File: config.mk
export PLATFORM = sky130hd
export DESIGN_NAME = mul_arbiter_flat
export DESIGN_NICKNAME = d
export VERILOG_FILES = /design/src/rtl/mdu_pkg.sv /design/src/rtl/mul_arbiter_if.sv /design/src/rtl/rr_arb2.sv /design/src/rtl/mul_arbiter.sv /design/src/flat_wrapper.sv
export SDC_FILE = /design/constraint.sdc
export NUM_CORES = 1
export LEC_CHECK = 0
export CORE_AREA = 2 2 237 239
export CTS_BUF_LIST = sky130_fd_sc_hd__clkbuf_4 sky130_fd_sc_hd__clkbuf_8
export CTS_CLUSTER_DIAMETER = 150
export DETAILED_ROUTE_END_ITERATION = 16
export DIE_AREA = 0 0 239 241
export MAX_ROUTING_LAYER = met4
export PLACE_DENSITY = 0.36
export SLEW_MARGIN = 10
export SYNTH_ARGS = -nofsm -noshare
export SYNTH_HDL_FRONTEND = slang
export SYNTH_SLANG_ARGS = --single-unit
File: constraint.sdc
create_clock -name clk -period 1.8 [get_ports clk]
set_clock_uncertainty 0.05 [all_clocks]
set_input_delay 0.27 -clock clk [delete_from_list [all_inputs] [get_ports clk]]
set_output_delay 0.27 -clock clk [all_outputs]
set_load 0.02 [all_outputs]
File: src/rtl/mdu_pkg.sv
// Shared multiply-unit definitions: RISC-V M-extension multiply types and requester indexing.
package mdu_pkg;

  typedef logic [2:0] funct3_t;

  localparam funct3_t MUL    = 3'b000;
  localparam funct3_t MULH   = 3'b001;
  localparam funct3_t MULHSU = 3'b010;
  localparam funct3_t MULHU  = 3'b011;

  // Index of one of the two requesters sharing the multiplier.
  typedef logic req_idx_t;

  function automatic logic [1:0] onehot(input req_idx_t idx);
    return idx ? 2'b10 : 2'b01;
  endfunction

endpackage

File: src/rtl/mul_arbiter_if.sv
// Requester-side and multiplier-side signals of the shared multiplier arbiter.
interface mul_arbiter_if #(
  parameter int XLEN = 64,
  parameter int CNTW = 16
);

  logic [1:0]           req_valid;
  logic [1:0]           req_ready;
  logic [XLEN-1:0]      req_a0;
  logic [XLEN-1:0]      req_b0;
  logic [XLEN-1:0]      req_a1;
  logic [XLEN-1:0]      req_b1;
  logic [1:0][2:0]      req_funct3;
  logic [1:0]           flush;

  logic [XLEN-1:0]      mul_src_a_e;
  logic [XLEN-1:0]      mul_src_b_e;
  logic [2:0]           mul_funct3_e;
  logic                 mul_stall_m;
  logic                 mul_flush_m;
  logic [2*XLEN-1:0]    mul_prod_m;

  logic [1:0]           resp_valid;
  logic [1:0]           resp_ready;
  logic [XLEN-1:0]      resp_result;
  logic [CNTW-1:0]      conflict_cnt;

  // The arbiter itself.
  modport slave (
    input  req_valid, req_a0, req_b0, req_a1, req_b1, req_funct3, flush,
           mul_prod_m, resp_ready,
    output req_ready, mul_src_a_e, mul_src_b_e, mul_funct3_e, mul_stall_m,
           mul_flush_m, resp_valid, resp_result, conflict_cnt
  );

  // The requesters plus the multiplier datapath.
  modport master (
    output req_valid, req_a0, req_b0, req_a1, req_b1, req_funct3, flush,
           mul_prod_m, resp_ready,
    input  req_ready, mul_src_a_e, mul_src_b_e, mul_funct3_e, mul_stall_m,
           mul_flush_m, resp_valid, resp_result, conflict_cnt
  );

endinterface

File: src/rtl/rr_arb2.sv
// Two-way round-robin arbiter; the favoured requester flips only after a contested grant.
module rr_arb2
  import mdu_pkg::*;
(
  input  logic       clk,
  input  logic       reset,
  input  logic [1:0] eligible,
  input  logic       advance,
  output req_idx_t   grant,
  output req_idx_t   prio
);

  always_comb begin
    grant = (&eligible) ? prio : req_idx_t'(eligible[1]);
  end

  always_ff @(posedge clk or posedge reset) begin
    if (reset) begin
      prio <= 1'b0;
    end else if (advance && (&eligible)) begin
      prio <= ~grant;
    end
  end

endmodule

File: src/rtl/mul_arbiter.sv
// Shares one two-stage multiplier between two requesters, tracking the owner of the
// single M-stage operation and returning its result word with a valid/ready handshake.
module mul_arbiter
  import mdu_pkg::*;
#(
  parameter int XLEN = 64,
  parameter int CNTW = 16
) (
  input logic          clk,
  input logic          reset,
  mul_arbiter_if.slave bus
);

  logic            m_valid;
  req_idx_t        m_owner;
  funct3_t         m_funct3;
  logic [CNTW-1:0] conflict;

  logic [1:0] eligible;
  logic       drain;
  logic       slot_free;
  logic       accept;
  logic       conflict_inc;
  req_idx_t   grant;
  req_idx_t   sel;
  req_idx_t   prio_unused;

  assign eligible  = bus.req_valid & ~bus.flush;
  // A flushed owner frees the slot just like a consumed result.
  assign drain     = m_valid & (bus.resp_ready[m_owner] | bus.flush[m_owner]);
  assign slot_free = ~m_valid | drain;
  assign accept    = slot_free & (|eligible);

  // The favoured-requester flop is kept inside the arbiter; only its grant matters here.
  rr_arb2 u_arb (
    .clk      (clk),
    .reset    (reset),
    .eligible (eligible),
    .advance  (accept),
    .grant    (grant),
    .prio     (prio_unused)
  );

  assign sel              = accept & grant;
  assign bus.req_ready    = accept ? onehot(grant) : 2'b00;
  assign bus.mul_src_a_e  = sel ? bus.req_a1 : bus.req_a0;
  assign bus.mul_src_b_e  = sel ? bus.req_b1 : bus.req_b0;
  assign bus.mul_funct3_e = bus.req_funct3[sel];

  assign bus.mul_stall_m  = m_valid & ~drain;
  // Clear empty M slots so a bubble never carries stale partial products.
  assign bus.mul_flush_m  = ~accept & ~bus.mul_stall_m;

  always_comb begin
    // NOTE: every always_comb output gets a default first so no path can infer a latch.
    bus.resp_valid  = 2'b00;
    bus.resp_result = bus.mul_prod_m[2*XLEN-1:XLEN];
    if (m_valid) begin
      bus.resp_valid = onehot(m_owner) & ~bus.flush;
    end
    if (m_funct3 == MUL) begin
      bus.resp_result = bus.mul_prod_m[XLEN-1:0];
    end
  end

  // Counted as a conflict: two eligible requesters with room for one, or any waiting on a busy slot.
  assign conflict_inc     = ((&eligible) & slot_free) | ((|eligible) & ~slot_free);
  assign bus.conflict_cnt = conflict;

  // NOTE: sequential state uses non-blocking assignments so every flop samples pre-edge values.
  always_ff @(posedge clk or posedge reset) begin
    if (reset) begin
      m_valid  <= 1'b0;
      m_owner  <= 1'b0;
      m_funct3 <= MUL;
      conflict <= '0;
    end else begin
      if (accept) begin
        m_valid  <= 1'b1;
        m_owner  <= grant;
        m_funct3 <= bus.req_funct3[grant];
      end else if (drain) begin
        m_valid  <= 1'b0;
      end
      if (conflict_inc && !(&conflict)) begin
        conflict <= conflict + 1'b1;
      end
    end
  end

endmodule

File: src/flat_wrapper.sv
// flat-port wrapper written by rule: the top's interface ports become plain ports
module mul_arbiter_flat import mdu_pkg::*;
#(
  parameter int XLEN = 64,
  parameter int CNTW = 16
)
  (clk, reset, bus_req_valid, bus_req_a0, bus_req_b0, bus_req_a1, bus_req_b1, bus_req_funct3, bus_flush, bus_mul_prod_m, bus_resp_ready, bus_req_ready, bus_mul_src_a_e, bus_mul_src_b_e, bus_mul_funct3_e, bus_mul_stall_m, bus_mul_flush_m, bus_resp_valid, bus_resp_result, bus_conflict_cnt);
  mul_arbiter_if #(.XLEN(XLEN), .CNTW(CNTW)) bus_i ();
  input logic clk;
  input logic reset;
  input wire logic [$bits(bus_i.req_valid)-1:0] bus_req_valid;
  input wire logic [$bits(bus_i.req_a0)-1:0] bus_req_a0;
  input wire logic [$bits(bus_i.req_b0)-1:0] bus_req_b0;
  input wire logic [$bits(bus_i.req_a1)-1:0] bus_req_a1;
  input wire logic [$bits(bus_i.req_b1)-1:0] bus_req_b1;
  input wire logic [$bits(bus_i.req_funct3)-1:0] bus_req_funct3;
  input wire logic [$bits(bus_i.flush)-1:0] bus_flush;
  input wire logic [$bits(bus_i.mul_prod_m)-1:0] bus_mul_prod_m;
  input wire logic [$bits(bus_i.resp_ready)-1:0] bus_resp_ready;
  output wire logic [$bits(bus_i.req_ready)-1:0] bus_req_ready;
  output wire logic [$bits(bus_i.mul_src_a_e)-1:0] bus_mul_src_a_e;
  output wire logic [$bits(bus_i.mul_src_b_e)-1:0] bus_mul_src_b_e;
  output wire logic [$bits(bus_i.mul_funct3_e)-1:0] bus_mul_funct3_e;
  output wire logic [$bits(bus_i.mul_stall_m)-1:0] bus_mul_stall_m;
  output wire logic [$bits(bus_i.mul_flush_m)-1:0] bus_mul_flush_m;
  output wire logic [$bits(bus_i.resp_valid)-1:0] bus_resp_valid;
  output wire logic [$bits(bus_i.resp_result)-1:0] bus_resp_result;
  output wire logic [$bits(bus_i.conflict_cnt)-1:0] bus_conflict_cnt;
  assign bus_i.req_valid = bus_req_valid;
  assign bus_i.req_a0 = bus_req_a0;
  assign bus_i.req_b0 = bus_req_b0;
  assign bus_i.req_a1 = bus_req_a1;
  assign bus_i.req_b1 = bus_req_b1;
  assign bus_i.req_funct3 = bus_req_funct3;
  assign bus_i.flush = bus_flush;
  assign bus_i.mul_prod_m = bus_mul_prod_m;
  assign bus_i.resp_ready = bus_resp_ready;
  assign bus_req_ready = bus_i.req_ready;
  assign bus_mul_src_a_e = bus_i.mul_src_a_e;
  assign bus_mul_src_b_e = bus_i.mul_src_b_e;
  assign bus_mul_funct3_e = bus_i.mul_funct3_e;
  assign bus_mul_stall_m = bus_i.mul_stall_m;
  assign bus_mul_flush_m = bus_i.mul_flush_m;
  assign bus_resp_valid = bus_i.resp_valid;
  assign bus_resp_result = bus_i.resp_result;
  assign bus_conflict_cnt = bus_i.conflict_cnt;
  mul_arbiter #(.XLEN(XLEN), .CNTW(CNTW)) u_core (.clk(clk), .reset(reset), .bus(bus_i));
endmodule
After elaboration in Yosys (flattened, before gate mapping)
Index checks and enable logic that the tools add are counted.
{"block": "op_classes", "n_addsub": 1, "order_cmp": 3, "n_mux": 18, "n_bitwise": 19, "reduce_logical": 8}
{"op": "$mux 64", "n": 3}
{"op": "$add 16x1->16 const B", "n": 1}
{"op": "$reduce_and 16->1", "n": 1}
{"op": "$mux 3", "n": 4}
{"op": "$mux 2", "n": 4}
{"op": "$and 1x1->1", "n": 7}
{"op": "$mux 1", "n": 7}
{"op": "$lt 1x2->1 const B", "n": 3}
{"op": "$not 1->1", "n": 6}
{"op": "$and 2x2->2", "n": 2}
{"op": "$logic_not 3->1", "n": 1}
{"op": "$or 1x1->1", "n": 3}
{"op": "$logic_and 1x1->1", "n": 2}
{"op": "$not 2->2", "n": 1}
{"op": "$reduce_and 2->1", "n": 1}
{"op": "$reduce_bool 2->1", "n": 1}
{"op": "$reduce_or 2->1", "n": 1}
{"op": "$logic_not 1->1", "n": 1}
{"block": "word_totals", "ff_bits": 22, "input_bits": 398, "wordCells": 54}

Logic depth before layout (Yosys ltp)
{"block": "logic_depth", "depth_word": 9, "ltp_mapped": 7, "ltp_nobuf": 5}

Hierarchy
From an unflattened synthesis, not the netlist that was laid out.
{"block": "unflattened", "hier_cells": 332, "hier_area_um2": 3882.5}
{"mod": "mul_arbiter", "instances": 1, "cells_per_inst": 326, "area_each_um2": 3828.7}
{"mod": "rr_arb2", "instances": 1, "cells_per_inst": 6, "area_each_um2": 53.8}

Worst setup path after synthesis
Ideal clock, no wire load.
{"block": "synth_timing", "kind": "reg-to-output", "startpoint": "register u_core.m_owner", "endpoint": "output bus_mul_funct3_e[0]", "t_arrival_ns": 1.821, "setup_slack_ns": -0.341, "path_stages_with_launch": 7, "cell_sequence": "dfrtp_1 > nor4b_4 > a2111oi_2 > buf_4 > buf_6 > buf_4 > o21ai_0"}
{"block": "synth_between", "elab_chain_len": 9}
{"element": "from (decl)", "line_no": "mul_arbiter.sv:15", "text": "req_idx_t m_owner;"}
{"element": "from (signal assigned)", "line_no": "mul_arbiter.sv:80", "text": "m_owner <= grant;"}
{"element": "$mux 1 (implied by the code) (2 in a row)", "line_no": "mul_arbiter.sv:30", "text": "assign drain = m_valid & (bus.resp_ready[m_owner] | bus.flush[m_owner]);"}
{"element": "$or 1x1->1 *", "line_no": "mul_arbiter.sv:30"}
{"element": "$and 1x1->1 *", "line_no": "mul_arbiter.sv:30"}
{"element": "$or 1x1->1 *", "line_no": "mul_arbiter.sv:31", "text": "assign slot_free = ~m_valid | drain;"}
{"element": "$and 1x1->1 *", "line_no": "mul_arbiter.sv:32", "text": "assign accept = slot_free & (|eligible);"}
{"element": "$and 1x1->1 *", "line_no": "mul_arbiter.sv:44", "text": "assign sel = accept & grant;"}
{"element": "$mux 3 (implied by the code) * (2 in a row)", "line_no": "mul_arbiter.sv:48", "text": "assign bus.mul_funct3_e = bus.req_funct3[sel];"}
{"element": "to (decl)", "line_no": "flat_wrapper.sv:23", "text": "output wire logic [$bits(bus_i.mul_funct3_e)-1:0] bus_mul_funct3_e;"}
Every way passes the cells marked *; elsewhere a longest branch is shown, timed or not. The select of a mux whose other input is x is not followed.

Final worst setup path
{"block": "layout_timing", "startpoint": "register u_core.m_owner", "endpoint": "output bus_mul_src_b_e[9]"}
{"block": "layout_between", "elab_chain_len": 8}
{"element": "$mux 1 (implied by the code) (2 in a row)", "line_no": "mul_arbiter.sv:30"}
{"element": "$or 1x1->1 *", "line_no": "mul_arbiter.sv:30"}
{"element": "$and 1x1->1 *", "line_no": "mul_arbiter.sv:30"}
{"element": "$or 1x1->1 *", "line_no": "mul_arbiter.sv:31"}
{"element": "$and 1x1->1 *", "line_no": "mul_arbiter.sv:32"}
{"element": "$and 1x1->1 *", "line_no": "mul_arbiter.sv:44"}
{"element": "$mux 64 *", "line_no": "mul_arbiter.sv:47", "text": "assign bus.mul_src_b_e = sel ? bus.req_b1 : bus.req_b0;"}
{"element": "to (decl)", "line_no": "flat_wrapper.sv:22", "text": "output wire logic [$bits(bus_i.mul_src_b_e)-1:0] bus_mul_src_b_e;"}
Marked as above.

==> results.json <==
{
  "status": "finished with violations",
  "violations": "negative setup slack",
  "p_leak_uw": 0.00581,
  "die_w_um": 239,
  "dp.cells": 1706,
  "use_met2_pct": 20.7,
  "finalHoldViolCount": 0,
  "area_delta_synth_final_pct": 277,
  "yosysMostFrequentCell": "mux2_2",
  "fmax_ghz": 0.365,
  "num_vias": 5893,
  "start_util_pct": 6.45,
  "cts_sinks": 22,
  "crit_fanout": 8,
  "first_pass_iters": 4,
  "cts_root_buf": "clkbuf_8",
  "arrival_ns": 2.42,
  "rsz0062_at_grt": "true",
  "synthFlopType": "dfrtp_1",
  "crit_type": "flip-flop to output port",
  "clk_latency_ns": 0.28,
  "cts_tree": "built",
  "htreeDepth": 1,
  "grt.total_usage_pct": 11.5,
  "period_needed_ns": 2.74,
  "cp-start-kind": "flip-flop",
  "synthTopCellsByCount": "mux2_2 (161), mux2_1 (32), dfrtp_1 (22)",
  "path_cells": "buf_4 -> nor4b_4 -> a2111oi_4 -> buf_6 -> buf_12 -> buf_12 -> buf_16 -> buf_4 -> mux2_4 -> buf_6",
  "fin_crit_sh_pct": 152,
  "grt_use_met1_pct": 13.3,
  "syn_area_per_cell_um2": 10.6,
  "cap_violations": 0,
  "final_area_um2": 13400,
  "path_buf_inv": 7,
  "ys_types": 37,
  "die_y_um": 241,
  "powerDensity_nw_per_um2": 528,
  "overflow": 0,
  "grt_pass1_vias": 6026,
  "ys_async_sr_fraction_pct": 100,
  "instances_no_fill": 1809,
  "drive_above_1_share_pct": 55.0,
  "slew-limit-headroom_pct": 63.6,
  "dp_hpwl_mm": 30.2,
  "grt_pass1_wl_mm": 45.1,
  "critPathTopFamily": "buffers and inverters",
  "wirelength_mm": 36.7,
  "routedWlPerCell_um": 20.3,
  "ys_warn_count": 0,
  "setup-violations-final": 215,
  "syn_nets": 734,
  "synth_area_leader_cell": "mux2_2",
  "vias_per_cell": 3.26,
  "ios": 615,
  "port_buffers": 614,
  "final_nets": 1501,
  "synth.yosys.seq_area_share_pct": 15.5,
  "crit_path_top_delay_cell": "dfrtp_1",
  "antenna_found_initial": 15,
  "drt_iter0_drc": 128,
  "peakVddDrop_mv": 0.265,
  "slew_violations": 0,
  "p_sw_uw": 2550,
  "synth_area_leaders": "mux2_2 (51%), dfrtp_1 (16%), mux2_1 (10%)",
  "max_stage_delay_ns": 0.42,
  "synth_edf_count": 0,
  "pre_cts_ws_ns": -1.32,
  "grt_max_degree": 23,
  "worstMarginPinSlew_ns": 0.542,
  "synth_top_cell_area_share_pct": 51.2,
  "gr-usage-met3_pct": 2.92,
  "p_int_uw": 4500,
  "cp.required_ns": 1.48,
  "fin_hold_ws_ns": 0.286,
  "gp_congestion": 0.839,
  "rows": 86,
  "min_path_type": "input pin to async pin",
  "synth-seq-cells": 22,
  "switching_share_pct": 36.2,
  "holdBufCountCts": 0,
  "clockBufferDepth": 2,
  "drtAntennaViolNets": 0,
  "path_clk_slew_ns": 0.10,
  "combPwrFrac_pct": 84.1,
  "top_usage_layer": "met2",
  "detailed_place.area_um2": 11200,
  "drcViolationCount": 0,
  "dieArea_um2": 57600,
  "core-area_um2": 54900,
  "cts_buffers": 3,
  "end_kind": "output port",
  "clockPowerShare_pct": 6.8,
  "syn-cell-area_um2": 3540,
  "syn_inst": 335,
  "power_frac_seq_pct": 9.0,
  "setup_slack_ns": -0.942
}
power groups by stage:
stage / registers [µW] / logic, µW / clock network [µW]
detailed placement: 642 / 4570 / 0
finish: 637 / 5940 / 482
global placement: 643 / 4590 / 0
floorplan: 704 / 1880 / 0
global route: 650 / 6250 / 514
CTS: 636 / 4990 / 494
worst min-delay path, stage by stage:
cell	delay, ns
clkdlybuf4s50_1	0.40
inv_1	0.05
buf_4	0.29
final timing paths:
kind	from	to	slack, ns	cells past startpoint
worst max-delay path	u_core.m_owner	bus_mul_src_b_e[9]	-0.94	10
worst min register to register	u_core.bus.conflict_cnt[3]	u_core.bus.conflict_cnt[3]	0.46	1
worst min-delay path	reset	u_core.bus.conflict_cnt[8]	0.29	3
max in group asynchronous	reset	u_core.bus.conflict_cnt[3]	1.16	3
worst max register to register	u_core.m_owner	u_core.bus.conflict_cnt[1]	-0.30	9
min in group clk	u_core.bus.conflict_cnt[3]	u_core.bus.conflict_cnt[3]	0.46	1
layout make-up:
cell class / count / area, µm²
repair buffers: 788 / 8200
clock buffers: 3 / 41.3
well taps: 704 / 881
fillers: 5988 / 41500
multi-input cells: 281 / 3630
flip-flops and latches: 22 / 554
inverters: 6 / 22.5
clock inverters: 1 / 30.0
diodes: 4 / 10.0
timing repair:
item / 4_1_cts / 5_1_grt
pin swaps: 3 / 30
gates resized for setup: 748 / 619
endpoints found under the setup margin: 222 / 224
cloned: 11 / 5
buffers inserted: 27 / 63
state kept, by name, summed over array words and instances (netlist names):
signal / count
u_core.bus.conflict_cnt: 16
u_core.m_funct3: 3
u_core.m_owner: 1
u_core.m_valid: 1
u_core.u_arb.prio: 1
per-layer routing:
layer	vias up	routed length, µm
met1	2754	14800
met2	320	18800
met5	-	0
met4	0	291
met3	21	2760
li1	2798	-
cells by family (layout without fill, tap and decap cells):
group | Yosys count | in the layout | synth area share [%]
XOR/XNOR | 16 | 16 | 3.96
buffers and inverters | 33 | 798 | 5.40
multiplexers | 193 | 193 | 61.4
flip-flops | 22 | 22 | 15.5
AND/OR/NAND/NOR | 57 | 57 | 10.8
adder cells (fa/ha/maj) | 1 | 1 | 0.353
AO/OA/AOI/OAI | 13 | 14 | 2.54
other | 0 | 4 | 0
cell usage in the layout (no fill, tap or decap), drive strengths merged:
cell	count
nor4b	3
and3	2
o21ai	9
nor3	6
nor3b	1
dfrtp	22
and4bb	1
and4	5
inv	6
ha	1
diode	4
nor2b	2
a2111oi	2
clkbuf	10
xor2	15
dlygate4sd2	3
mux2	193
nand3	8
nor4	10
nand4	2
o211ai	1
clkdlybuf4s50	409
bufinv	1
buf	365
clkdlybuf4s15	1
dlymetal6s2s	3
nand2b	3
or2	1
xnor2	1
nand2	10
nor2	2
and2	1
a211oi	2
stage by stage:
step / power, µW / TNS [ns] / utilization [%]
after CTS: 6120 / -160.83 / 21.5
after global placement: 5230 / -203.57 / 20.4
after floorplan: 2580 / -26.84 / -
final: 7060 / -131.13 / 24.4
after detailed placement: 5210 / -204.30 / 20.4
after global routing: 7420 / -149.43 / 24.4
Power figures use the tool's default switching activity.
